$ cat src/rtl/blitter.sv
// Sprite/clear blitter for a 128x64 1bpp framebuffer with XOR drawing and collision detect.
// Define BLIT_WRAP_EN to wrap off-plane bytes/rows instead of clipping them.
module blitter (
    input  logic        clk,
    input  logic        rst_n,
    input  logic [2:0]  blit_op,
    input  logic [11:0] blit_src,
    input  logic [3:0]  blit_srcHeight,
    input  logic [6:0]  blit_destX,
    input  logic [5:0]  blit_destY,
    input  logic        blit_enable,
    output logic        blit_done,
    output logic        blit_collision,
    output logic        mem_en,
    output logic [11:0] mem_addr,
    input  logic [7:0]  mem_out,
    output logic        fb_en,
    output logic        fb_wr,
    output logic [9:0]  fb_addr,
    output logic [7:0]  fb_in,
    input  logic [7:0]  fb_out,
    output logic [3:0]  dbg_state
);

`ifdef BLIT_WRAP_EN
    localparam bit WRAP = 1'b1;
`else
    localparam bit WRAP = 1'b0;
`endif

    typedef enum logic [3:0] {
        S_IDLE, S_CLEAR, S_FETCH, S_FETCH_WAIT, S_FB_RD,
        S_FB_WAIT, S_FB_WR, S_NEXT_ROW, S_FINISH
    } state_t;

    state_t      state;
    logic        sp16_q;
    logic [6:0]  x_q;
    logic [5:0]  y_q;
    logic [3:0]  h_q;
    logic [3:0]  row;
    logic        fidx;
    logic [1:0]  b;
    logic [15:0] src_pat;
    logic        rd_v1, rd_v2;
    logic        en_prev;

    logic [5:0]  row_y;
    logic [3:0]  col_b, col_next;
    logic [23:0] span;
    logic [7:0]  cur_pat;
    logic        byte_last, row_last, more_rows, start;

    // Row pattern shifted right by the sub-byte offset; zero-filled on both sides.
    assign span = (sp16_q ? {src_pat, 8'h00} : {src_pat[7:0], 16'h0000}) >> x_q[2:0];

    always_comb begin
        cur_pat = span[7:0];
        case (b)
            2'd0:    cur_pat = span[23:16];
            2'd1:    cur_pat = span[15:8];
            default: cur_pat = span[7:0];
        endcase
    end

    assign row_y     = y_q + {2'b00, row};
    assign col_b     = x_q[6:3] + {2'b00, b};
    assign col_next  = col_b + 4'd1;
    assign byte_last = (b == (sp16_q ? 2'd2 : 2'd1)) || (!WRAP && col_b == 4'hF);
    assign row_last  = (row == (sp16_q ? 4'hF : h_q - 4'd1));
    assign more_rows = !row_last && (WRAP || row_y != 6'd63);
    assign start     = (state == S_IDLE) && blit_enable && !en_prev;
    assign fb_in     = (state == S_FB_WR) ? (fb_out ^ cur_pat) : 8'h00;
    assign dbg_state = state;

    always_ff @(posedge clk or negedge rst_n) begin
        if (!rst_n) begin
            state          <= S_IDLE;
            blit_done      <= 1'b1;
            blit_collision <= 1'b0;
            mem_en         <= 1'b0;
            mem_addr       <= 12'h000;
            fb_en          <= 1'b0;
            fb_wr          <= 1'b0;
            fb_addr        <= 10'h000;
            sp16_q         <= 1'b0;
            x_q            <= 7'h00;
            y_q            <= 6'h00;
            h_q            <= 4'h0;
            row            <= 4'h0;
            fidx           <= 1'b0;
            b              <= 2'd0;
            src_pat        <= 16'h0000;
            rd_v1          <= 1'b0;
            rd_v2          <= 1'b0;
            // Treat enable as already high so a held request needs a fresh edge.
            en_prev        <= 1'b1;
        end else begin
            en_prev <= blit_enable;
            rd_v1   <= (state == S_FETCH);
            rd_v2   <= rd_v1;
            if (rd_v2) src_pat <= {src_pat[7:0], mem_out};
            case (state)
                S_IDLE: if (start) begin
                    sp16_q         <= (blit_op == 3'd2);
                    x_q            <= blit_destX;
                    y_q            <= blit_destY;
                    h_q            <= blit_srcHeight;
                    row            <= 4'h0;
                    fidx           <= 1'b0;
                    b              <= 2'd0;
                    blit_collision <= 1'b0;
                    blit_done      <= 1'b0;
                    case (blit_op)
                        3'd0: begin
                            fb_addr <= 10'h000;
                            fb_en   <= 1'b1;
                            fb_wr   <= 1'b1;
                            state   <= S_CLEAR;
                        end
                        3'd1, 3'd2: begin
                            if (blit_op == 3'd1 && blit_srcHeight == 4'h0) begin
                                state <= S_FINISH;
                            end else begin
                                mem_addr <= blit_src;
                                mem_en   <= 1'b1;
                                state    <= S_FETCH;
                            end
                        end
                        default: state <= S_FINISH;
                    endcase
                end
                S_CLEAR: begin
                    if (fb_addr == 10'h3FF) begin
                        fb_en <= 1'b0;
                        fb_wr <= 1'b0;
                        state <= S_FINISH;
                    end else begin
                        fb_addr <= fb_addr + 10'd1;
                    end
                end
                S_FETCH: state <= S_FETCH_WAIT;
                S_FETCH_WAIT: begin
                    if (sp16_q && !fidx) begin
                        fidx     <= 1'b1;
                        mem_addr <= mem_addr + 12'd1;
                        state    <= S_FETCH;
                    end else begin
                        mem_en  <= 1'b0;
                        b       <= 2'd0;
                        fb_en   <= 1'b1;
                        fb_addr <= {row_y, x_q[6:3]};
                        state   <= S_FB_RD;
                    end
                end
                S_FB_RD: state <= S_FB_WAIT;
                S_FB_WAIT: begin
                    fb_wr <= 1'b1;
                    state <= S_FB_WR;
                end
                S_FB_WR: begin
                    fb_wr <= 1'b0;
                    if (|(fb_out & cur_pat)) blit_collision <= 1'b1;
                    if (!byte_last) begin
                        b       <= b + 2'd1;
                        fb_addr <= {row_y, col_next};
                        state   <= S_FB_RD;
                    end else begin
                        fb_en <= 1'b0;
                        // Source bytes of consecutive rows are contiguous in both sprite modes.
                        if (more_rows) begin
                            row      <= row + 4'd1;
                            fidx     <= 1'b0;
                            mem_addr <= mem_addr + 12'd1;
                            mem_en   <= 1'b1;
                            state    <= S_FETCH;
                        end else begin
                            state <= S_NEXT_ROW;
                        end
                    end
                end
                S_NEXT_ROW: state <= S_FINISH;
                S_FINISH: begin
                    mem_en    <= 1'b0;
                    fb_en     <= 1'b0;
                    fb_wr     <= 1'b0;
                    blit_done <= 1'b1;
                    state     <= S_IDLE;
                end
                default: state <= S_IDLE;
            endcase
        end
    end

endmodule

$ cat config.mk
export PLATFORM = sky130hd
export DESIGN_NAME = blitter
export DESIGN_NICKNAME = d
export VERILOG_FILES = /design/src/rtl/blitter.sv
export SDC_FILE = /design/constraint.sdc
export NUM_CORES = 1
export LEC_CHECK = 0
export CELL_PAD_IN_SITES_DETAIL_PLACEMENT = 1
export CELL_PAD_IN_SITES_GLOBAL_PLACEMENT = 1
export CORE_MARGIN = 3
export CORE_UTILIZATION = 43
export CTS_BUF_LIST = sky130_fd_sc_hd__clkbuf_4 sky130_fd_sc_hd__clkbuf_8
export CTS_CLUSTER_DIAMETER = 40
export DETAILED_ROUTE_END_ITERATION = 8
export MAX_ROUTING_LAYER = met4
export PLACE_DENSITY_LB_ADDON = 0.3
export SETUP_SLACK_MARGIN = 0.1
export SLEW_MARGIN = 15
export SYNTH_ARGS = -nofsm -noshare
export SYNTH_HDL_FRONTEND = slang
export SYNTH_SLANG_ARGS = --single-unit
$ cat constraint.sdc
create_clock -name clk -period 4.7 [get_ports clk]
set_clock_uncertainty 0.2 [all_clocks]
set_input_delay 1.41 -clock clk [delete_from_list [all_inputs] [get_ports clk]]
set_output_delay 1.41 -clock clk [all_outputs]
set_load 0.005 [all_outputs]
# Word-level counts from Yosys, hierarchy flattened
# Cells that the tools add are included.
[totals] register_bits=75 inputBits=51 out_inout_bits=39 wordCells=149
[classes] addsub=8 eq_ne=28 shift=1 muxes=56 bitwise=2 n_reduce_logical=35
[ops] cell="$mux 12" count=6
[ops] cell="$mux 10" count=5
[ops] cell="$pmux 10 s4" count=1
[ops] cell="$pmux 12 s3" count=1
[ops] cell="$pmux 4 s8" count=1
[ops] cell="$mux 4" count=7
[ops] cell="$mux 24" count=1
[ops] cell="$shr 24x3->24" count=1
[ops] cell="$ne 2x2->1 const B" count=9
[ops] cell="$eq 4x3->1 const B" count=4
[ops] cell="$mux 1" count=16
[ops] cell="$pmux 4 s2" count=2
[ops] cell="$pmux 8 s2" count=1
[ops] cell="$reduce_and 7->1" count=2
[ops] cell="$add 12x1->12 const B" count=1
[ops] cell="$reduce_and 4->1" count=3
[ops] cell="$reduce_and 6->1" count=2
[ops] cell="$reduce_bool 4->1" count=3
[ops] cell="$add 10x1->10 const B" count=1
[ops] cell="$eq 10x10->1 const B" count=1
[ops] cell="$mux 3" count=3
[ops] cell="$add 4x1->4 const B" count=2
[ops] cell="$and 8x8->8" count=1
[ops] cell="$eq 4x2->1 const B" count=2
[ops] cell="35 further kinds" count=54

# Depth between registers and ports, before layout
# Gate-level depths: netlist (run 1).
[logic_depth] ltp_word=8 depth_mapped=12 ltp_nobuf=11

# Worst setup path before layout (run 1)
# Ideal clock, no wire load.
[synth_timing] path_kind="register to output" start="register x_q[0]" end="output fb_in[2]" arrival_ns=2.240 required_time_ns=3.090 setup_slack_ns=0.850 stages_incl_launch_ff=11 n_path_buf=2 path_cell_list="dfrtp_1 buf_2 buf_2 mux2_2 nor2_1 a21oi_1 mux2_2 a221oi_1 a21oi_1 ha_1 and2_1"
[synth_between] elab_chain_cells=4
[synth_rtl] element="start, declared" line="38" source="logic [6:0] x_q;"
[synth_rtl] element="start signal, assigned" line="106" source="x_q <= blit_destX;"
[synth_rtl] element="$shr 24x3->24" line="55" source="assign span = (sp16_q ? {src_pat, 8'h00} : {src_pat[7:0], 16'h0000}) >> x_q[2:0];"
[synth_rtl] element="$pmux 8 s2" line="59" source="case (b)"
[synth_rtl] element="$xor 8x8->8" line="73" source="assign fb_in = (state == S_FB_WR) ? (fb_out ^ cur_pat) : 8'h00;"
[synth_rtl] element="$mux 8" line="73"
[synth_rtl] element="end, declared" line="20" source="output logic [7:0] fb_in,"
# Every way passes these cells.

# Worst setup path in the final report (run 1)
[layout_timing] start="register x_q[0]" end="output fb_in[5]"
# The elaborated chain is that of the path after synthesis.

==> results of run 1 <==
==> cell type report <==
| type | instances | area, um^2 |
|---|---|---|
| clock buffers | 9 | 124 |
| clock inverters | 7 | 100 |
| flip-flops and latches | 75 | 1890 |
| inverters | 16 | 60.1 |
| repair buffers | 114 | 1100 |
| well taps | 168 | 210 |
| fillers | 1416 | 5290 |
| multi-input cells | 443 | 3440 |
==> critical path: stages, from the launching register on <==
cell             delay, ns
dfrtp_2               0.42
buf_6                 0.15
buf_8                 0.14
mux2i_1               0.19
mux2i_1               0.12
mux2_2                0.30
a22oi_2               0.14
o21ai_2               0.08
o21a_1                0.17
ha_1                  0.26
and2_1                0.11
clkdlybuf4s50_1       0.50
==> worst max-delay path by stage <==
| stage | startpoint | to | slack (ns) |
|---|---|---|---|
| 6_report | x_q[0] | fb_in[5] | 0.14 |
| 3_5_place_dp | x_q[0] | fb_in[0] | 0.19 |
| 5_1_grt | x_q[0] | fb_in[5] | -0.02 |
| 4_1_cts | x_q[0] | fb_in[0] | 0.01 |
| 3_3_place_gp | x_q[0] | fb_in[2] | 0.27 |
| 2_1_floorplan | x_q[0] | fb_in[2] | 0.85 |
==> cell usage in the layout, fill, tap and decap left out, types with 15 or more instances in the layout <==
master,netlist,final
mux2i_1,21,16
ha_1,21,21
a21oi_1,38,37
dfrtp_1,73,70
and2_1,18,18
nand2_1,49,49
clkdlybuf4s50_1,0,83
nand3_1,17,16
inv_1,16,15
o21ai_0,28,26
buf_4,1,22
nor2_1,24,23
mux2_2,45,41
==> stage by stage <==
stage               hold WS (ns)  cell area, um^2  setup WS, ns   util  power [mW]
finish                     0.179             6930         0.139  0.567        4.41
global route               0.189             6930       -0.0234  0.567        4.73
CTS                        0.177             6750        0.0110  0.553        4.21
detailed placement         0.150             6480         0.186  0.530        3.56
global placement           0.138             6480         0.273  0.530        3.43
floorplan                  0.131             5450         0.850      -        2.80
==> routing by layer <==
metal | GRT usage | wire (um) | vias to the layer above
met5 | - | 0 | -
met4 | 0.0615 | 297 | 0
met3 | 0.0373 | 567 | 24
met2 | 0.401 | 8230 | 116
met1 | 0.306 | 7650 | 2483
li1 | - | - | 2307
==> flip-flops by register name, summed over array words and instances (netlist names), 2 cells and up <==
register / count
b: 2
y_q: 6
x_q: 7
src_pat: 16
row: 4
fb_addr: 10
mem_addr: 12
dbg_state: 4
h_q: 4
==> power breakdown <==
part	leakage [nW]	internal [mW]	total [mW]	switching, mW
Combinational	1.87	1.28	2.48	1.21
Sequential	0.928	0.906	1.35	0.444
Clock	0.102	0.302	0.578	0.276
Total	2.90	2.49	4.41	1.93
==> timing repair <==
| item | 4_1_cts | 5_1_grt |
|---|---|---|
| buffers inserted | 5 | 7 |
| setup endpoints to repair | 8 | 8 |
| pin swaps | 0 | 7 |
| resized for setup | 8 | 32 |
==> cells by family (layout without fill, tap and decap cells) <==
logic type	Yosys count	count (layout)	synth area share
buf+inv	53	146	0.0431
xor+xnor	12	12	0.0193
simple gates	170	170	0.164
mux	70	70	0.147
compound gates	168	168	0.227
fa+ha+maj	23	23	0.0555
flops	75	75	0.345
==> metrics, run 1 <==
Residual DRC=0; Hold Buf Count CTS=0; total track usage=0.240; Crit Reg-Reg Endpoint=mem_addr[1]; Synth Warn #=0; Post-Syn Nets=645; PortBufs=89; initial antenna violation count=0; die span in x=119 um; CP Max Fanout=8; post-synth top area share=0.335; Final Setup Violations=0; top-count cell post-synth=dfrtp_1; Core Area=12200 um^2; worst hold path type=register to register; DR vias/cell=around 5.9; I/O Pins=90; Critical Path AT=2.95 ns; CTS buffer count=9; cell count after placement=804; worst setup path category=register to output pin; Hold Path Sink=rd_v2; CP Data Required Time=3.09 ns; RR Startpoint=b[0]; die area=14100 um^2; Synth area leaders=dfrtp_1 (33%), mux2_2 (9.3%), ha_1 (4.8%); CTS tree=yes; Seq/Total Area, Yosys=0.345; non-filler cells, final=832; Final ANT Viol Nets=0; crit start category=register; Initial Util=0.447; Synth area leader=dfrtp_1; HPWL after DPL=about 12 mm; clk_lat worst skew=approximately 0.38 ns; outcome=completed; Vias=approximately 4900; maxcap violations=0; leakage power=2.90 nW; vias in the first global route=5230; Worst Reg-to-Reg Cells=8; ys async rst share=1.00; Tmin final=between 4 and 5 ns; Peak VDD IR=0.262 mV; Mapped Avg Cell Area=9.55 um^2; hold_sp=rd_v1; Tightest Pin Transition=0.984 ns; Distinct cells, synth=75; global-route wire length before repair=27.1 mm; Slew HR=0.344; Reg clk slew, reported paths=about 0.08 ns; WHS Path Cells=0; Slew Viols, Final=0; setup tns final=0 ns; flop-to-flop setup slack=0.88 ns; Crit. End Element=output pin; Detailed Route WL=approximately 17 mm; Fmax=219 MHz; Syn-to-layout area delta=27.0%; synthesized flop and latch total=75; main flop type after synthesis=dfrtp_1; Die H=119 um; Antenna Cells=0; Post-Synthesis Cell Area=5450 um^2; Final #Nets=733; grt ovf=0; DRT iter0 DRCs=~320; Final Hold Viols=0; Post-Synthesis Cells=571; Final Cycle Share=0.971; Post-synth EDFFs=0; routability-driven placement congestion ratio=0.857; Cell Rows=40; synth cell count leaders=dfrtp_1 (73), nand2_1 (49), mux2_2 (45); fraction of layout cells with a size suffix above 1=0.199; Sink Count=75; Root Driver=clkbuf_8; First-pass DRT Iterations=4; Max Buffers Root-to-Sink=2; Avg WL per Cell=between 20 and 25 um; H-tree levels=3; largest net degree at the start of global routing=76; power per cell area=637 nW/um^2; RSZ-0062 raised after global routing=yes
Note: power is estimated with default switching activity, not from simulation.
==> run 2: changes to the inputs <==
--- a/config.mk
+++ b/config.mk
@@ -8,9 +8,10 @@
 export CELL_PAD_IN_SITES_DETAIL_PLACEMENT = 1
 export CELL_PAD_IN_SITES_GLOBAL_PLACEMENT = 1
 export CORE_MARGIN = 3
-export CORE_UTILIZATION = 43
+export CORE_UTILIZATION = 37
 export CTS_BUF_LIST = sky130_fd_sc_hd__clkbuf_4 sky130_fd_sc_hd__clkbuf_8
 export CTS_CLUSTER_DIAMETER = 40
+export CTS_CLUSTER_SIZE = 40
 export DETAILED_ROUTE_END_ITERATION = 8
 export MAX_ROUTING_LAYER = met4
 export PLACE_DENSITY_LB_ADDON = 0.3
@@ -19,3 +20,4 @@
 export SYNTH_ARGS = -nofsm -noshare
 export SYNTH_HDL_FRONTEND = slang
 export SYNTH_SLANG_ARGS = --single-unit
+export TNS_END_PERCENT = 50
==> metrics, run 2 (synthesis gave the netlist of run 1 again) <==
global-route wire length before repair=27.5 mm; clk_lat worst skew=0.37 ns; RSZ-0062 raised after global routing=yes; CP cell instances=clkbuf_4 > mux4_2 > mux2_2 > nand2_1 > o21ai_0 > a22o_1 > ha_1 > and2_1 > clkdlybuf4s50_1; Residual DRC=0; initial antenna violation count=0; Antenna Cells=0; Layout Utilization=0.488; Root Driver=clkbuf_8; Die H=127 um; power per cell area=642 nW/um^2; leakage power=2.89 nW; HPWL after DPL=12.0 mm; crit start category=register; I/O Pins=90; fraction of layout cells with a size suffix above 1=0.188; CTS buffer count=9; max reg flops=16; Placed Area=6480 um^2; Fmax=between 200 and 250 MHz; Final Cycle Share=0.980; CP top delay family=multiplexers; CP Max Fanout=5; Largest Register=src_pat; Cell Rows=43; die area=about 16000 um^2; worst hold path type=register to register; outcome=completed; Final Hold Viols=0; largest net degree at the start of global routing=76; most frequent cells in the layout=clkdlybuf4s50_1 (83), dfrtp_1 (69), nand2_1 (49), mux2_2 (42), a21oi_1 (37); Initial Util=0.385; Peak VDD IR=0.216 mV; PortBufs=89; Avg WL per Cell=around 20 um; CTS tree=yes; Crit path buffers/inverters=2; Tmin final=between 4 and 5 ns; Core Area=14100 um^2; Tightest Pin Transition=between 1 and 1.5 ns; Final #Nets=727; First-pass DRT Iterations=4; Top Registers=src_pat: 16 flops, mem_addr: 12 flops, fb_addr: 10 flops; Slew Viols, Final=0; Slew HR=0.326; Critical-path top delay cell=mux4_2; DRT iter0 DRCs=approximately 280; Detailed Route WL=16.7 mm; Critical Path AT=3.00 ns; commonest non-fill, non-tap cell in the layout=clkdlybuf4s50_1; Reg clk slew, reported paths=0.08 ns; Max Buffers Root-to-Sink=2; routability-driven placement congestion ratio=approximately 0.9; maxcap violations=0; total track usage=0.216; vias in the first global route=around 5300; worst setup path category=register to output pin; die span in x=~130 um; Vias=4843; grt ovf=0; final instance area=around 6900 um^2; slowest stage delay, CP=0.52 ns; Final ANT Viol Nets=0; CP Data Required Time=3.09 ns; Sink Count=75; H-tree levels=3; DR vias/cell=5.78; Final Setup Violations=0; Crit. End Element=output pin; Syn-to-layout area delta=26.7%
-- run 2: cell count changes in the layout (fill, tap and decap cells not counted), sizes merged --
cell,delta
buf,-7
clkinvlp,-3
inv,-2
clkbuf,+4
bufinv,+2
clkdlybuf4s15,-1
dlygate4sd2,+1
-- run 2: final cells by class --
type | count | area [um^2]
clock buffer | 12 | 159
timing repair buffer | 108 | 1050
tap | 180 | 225
clock inverter | 4 | 120
sequential | 75 | 1880
inverter | 16 | 60.1
multi-input combinational | 443 | 3410
fill | 1610 | 7240
-- run 2: worst paths after layout --
kind | start | end | cells past startpoint | slack (ns)
setup reg to reg | b[0] | mem_addr[10] | 9 | 1.25
min in group asynchronous | rst_n | y_q[3] | 1 | 1.02
setup / recovery | x_q[0] | fb_in[0] | 9 | 0.09
hold reg to reg | rd_v1 | rd_v2 | 0 | 0.15
max in group asynchronous | rst_n | x_q[0] | 1 | 2.59
hold / removal | rd_v1 | rd_v2 | 0 | 0.15
-- run 2: repair_timing --
action / in CTS / in global routing
endpoints found under the setup margin: 8 / 8
hold buffers: 0 / 0
setup buffers: 5 / 2
pin swaps: 1 / 3
gates resized for setup: 17 / 15
-- run 2: worst register-to-register path, delay by kind of cell (launching register included) --
kind                       cells  cell delay, ns
AOI/OAI and AO/OA              4            1.23
buffers and inverters          1            0.27
DFF                            1            0.47
and+or+nand+nor                1            0.14
adders and majority gates      3            1.04
-- run 2: stage by stage --
stage / power (mW) / instances / worst slack, ns / hold slack, ns / setup TNS (ns)
2_1_floorplan: 2.80 / 571 / 0.850 / 0.131 / 0
3_3_place_gp: 3.45 / 815 / 0.323 / 0.135 / 0
3_5_place_dp: 3.57 / 815 / 0.204 / 0.137 / 0
4_1_cts: 4.38 / 836 / 0.0838 / 0.162 / 0
5_1_grt: 4.79 / 838 / -0.0372 / 0.179 / -0.0921
6_report: 4.44 / 838 / 0.0939 / 0.155 / 0
-- run 2: power breakdown --
group          total [mW]  leakage (nW)  switching, mW  internal [mW]
clock               0.701         0.140          0.259          0.442
combinational        2.38          1.82           1.14           1.23
sequential           1.36         0.926          0.453          0.904
total                4.44          2.89           1.86           2.58
-- run 2: per-layer routing --
layer / wire length, um / global-route usage / vias up
met2: 8290 / 0.357 / 92
met3: 477 / 0.0247 / 20
met4: 295 / 0.0738 / 0
met5: 0 / - / -
li1: - / - / 2295
met1: 7660 / 0.276 / 2436
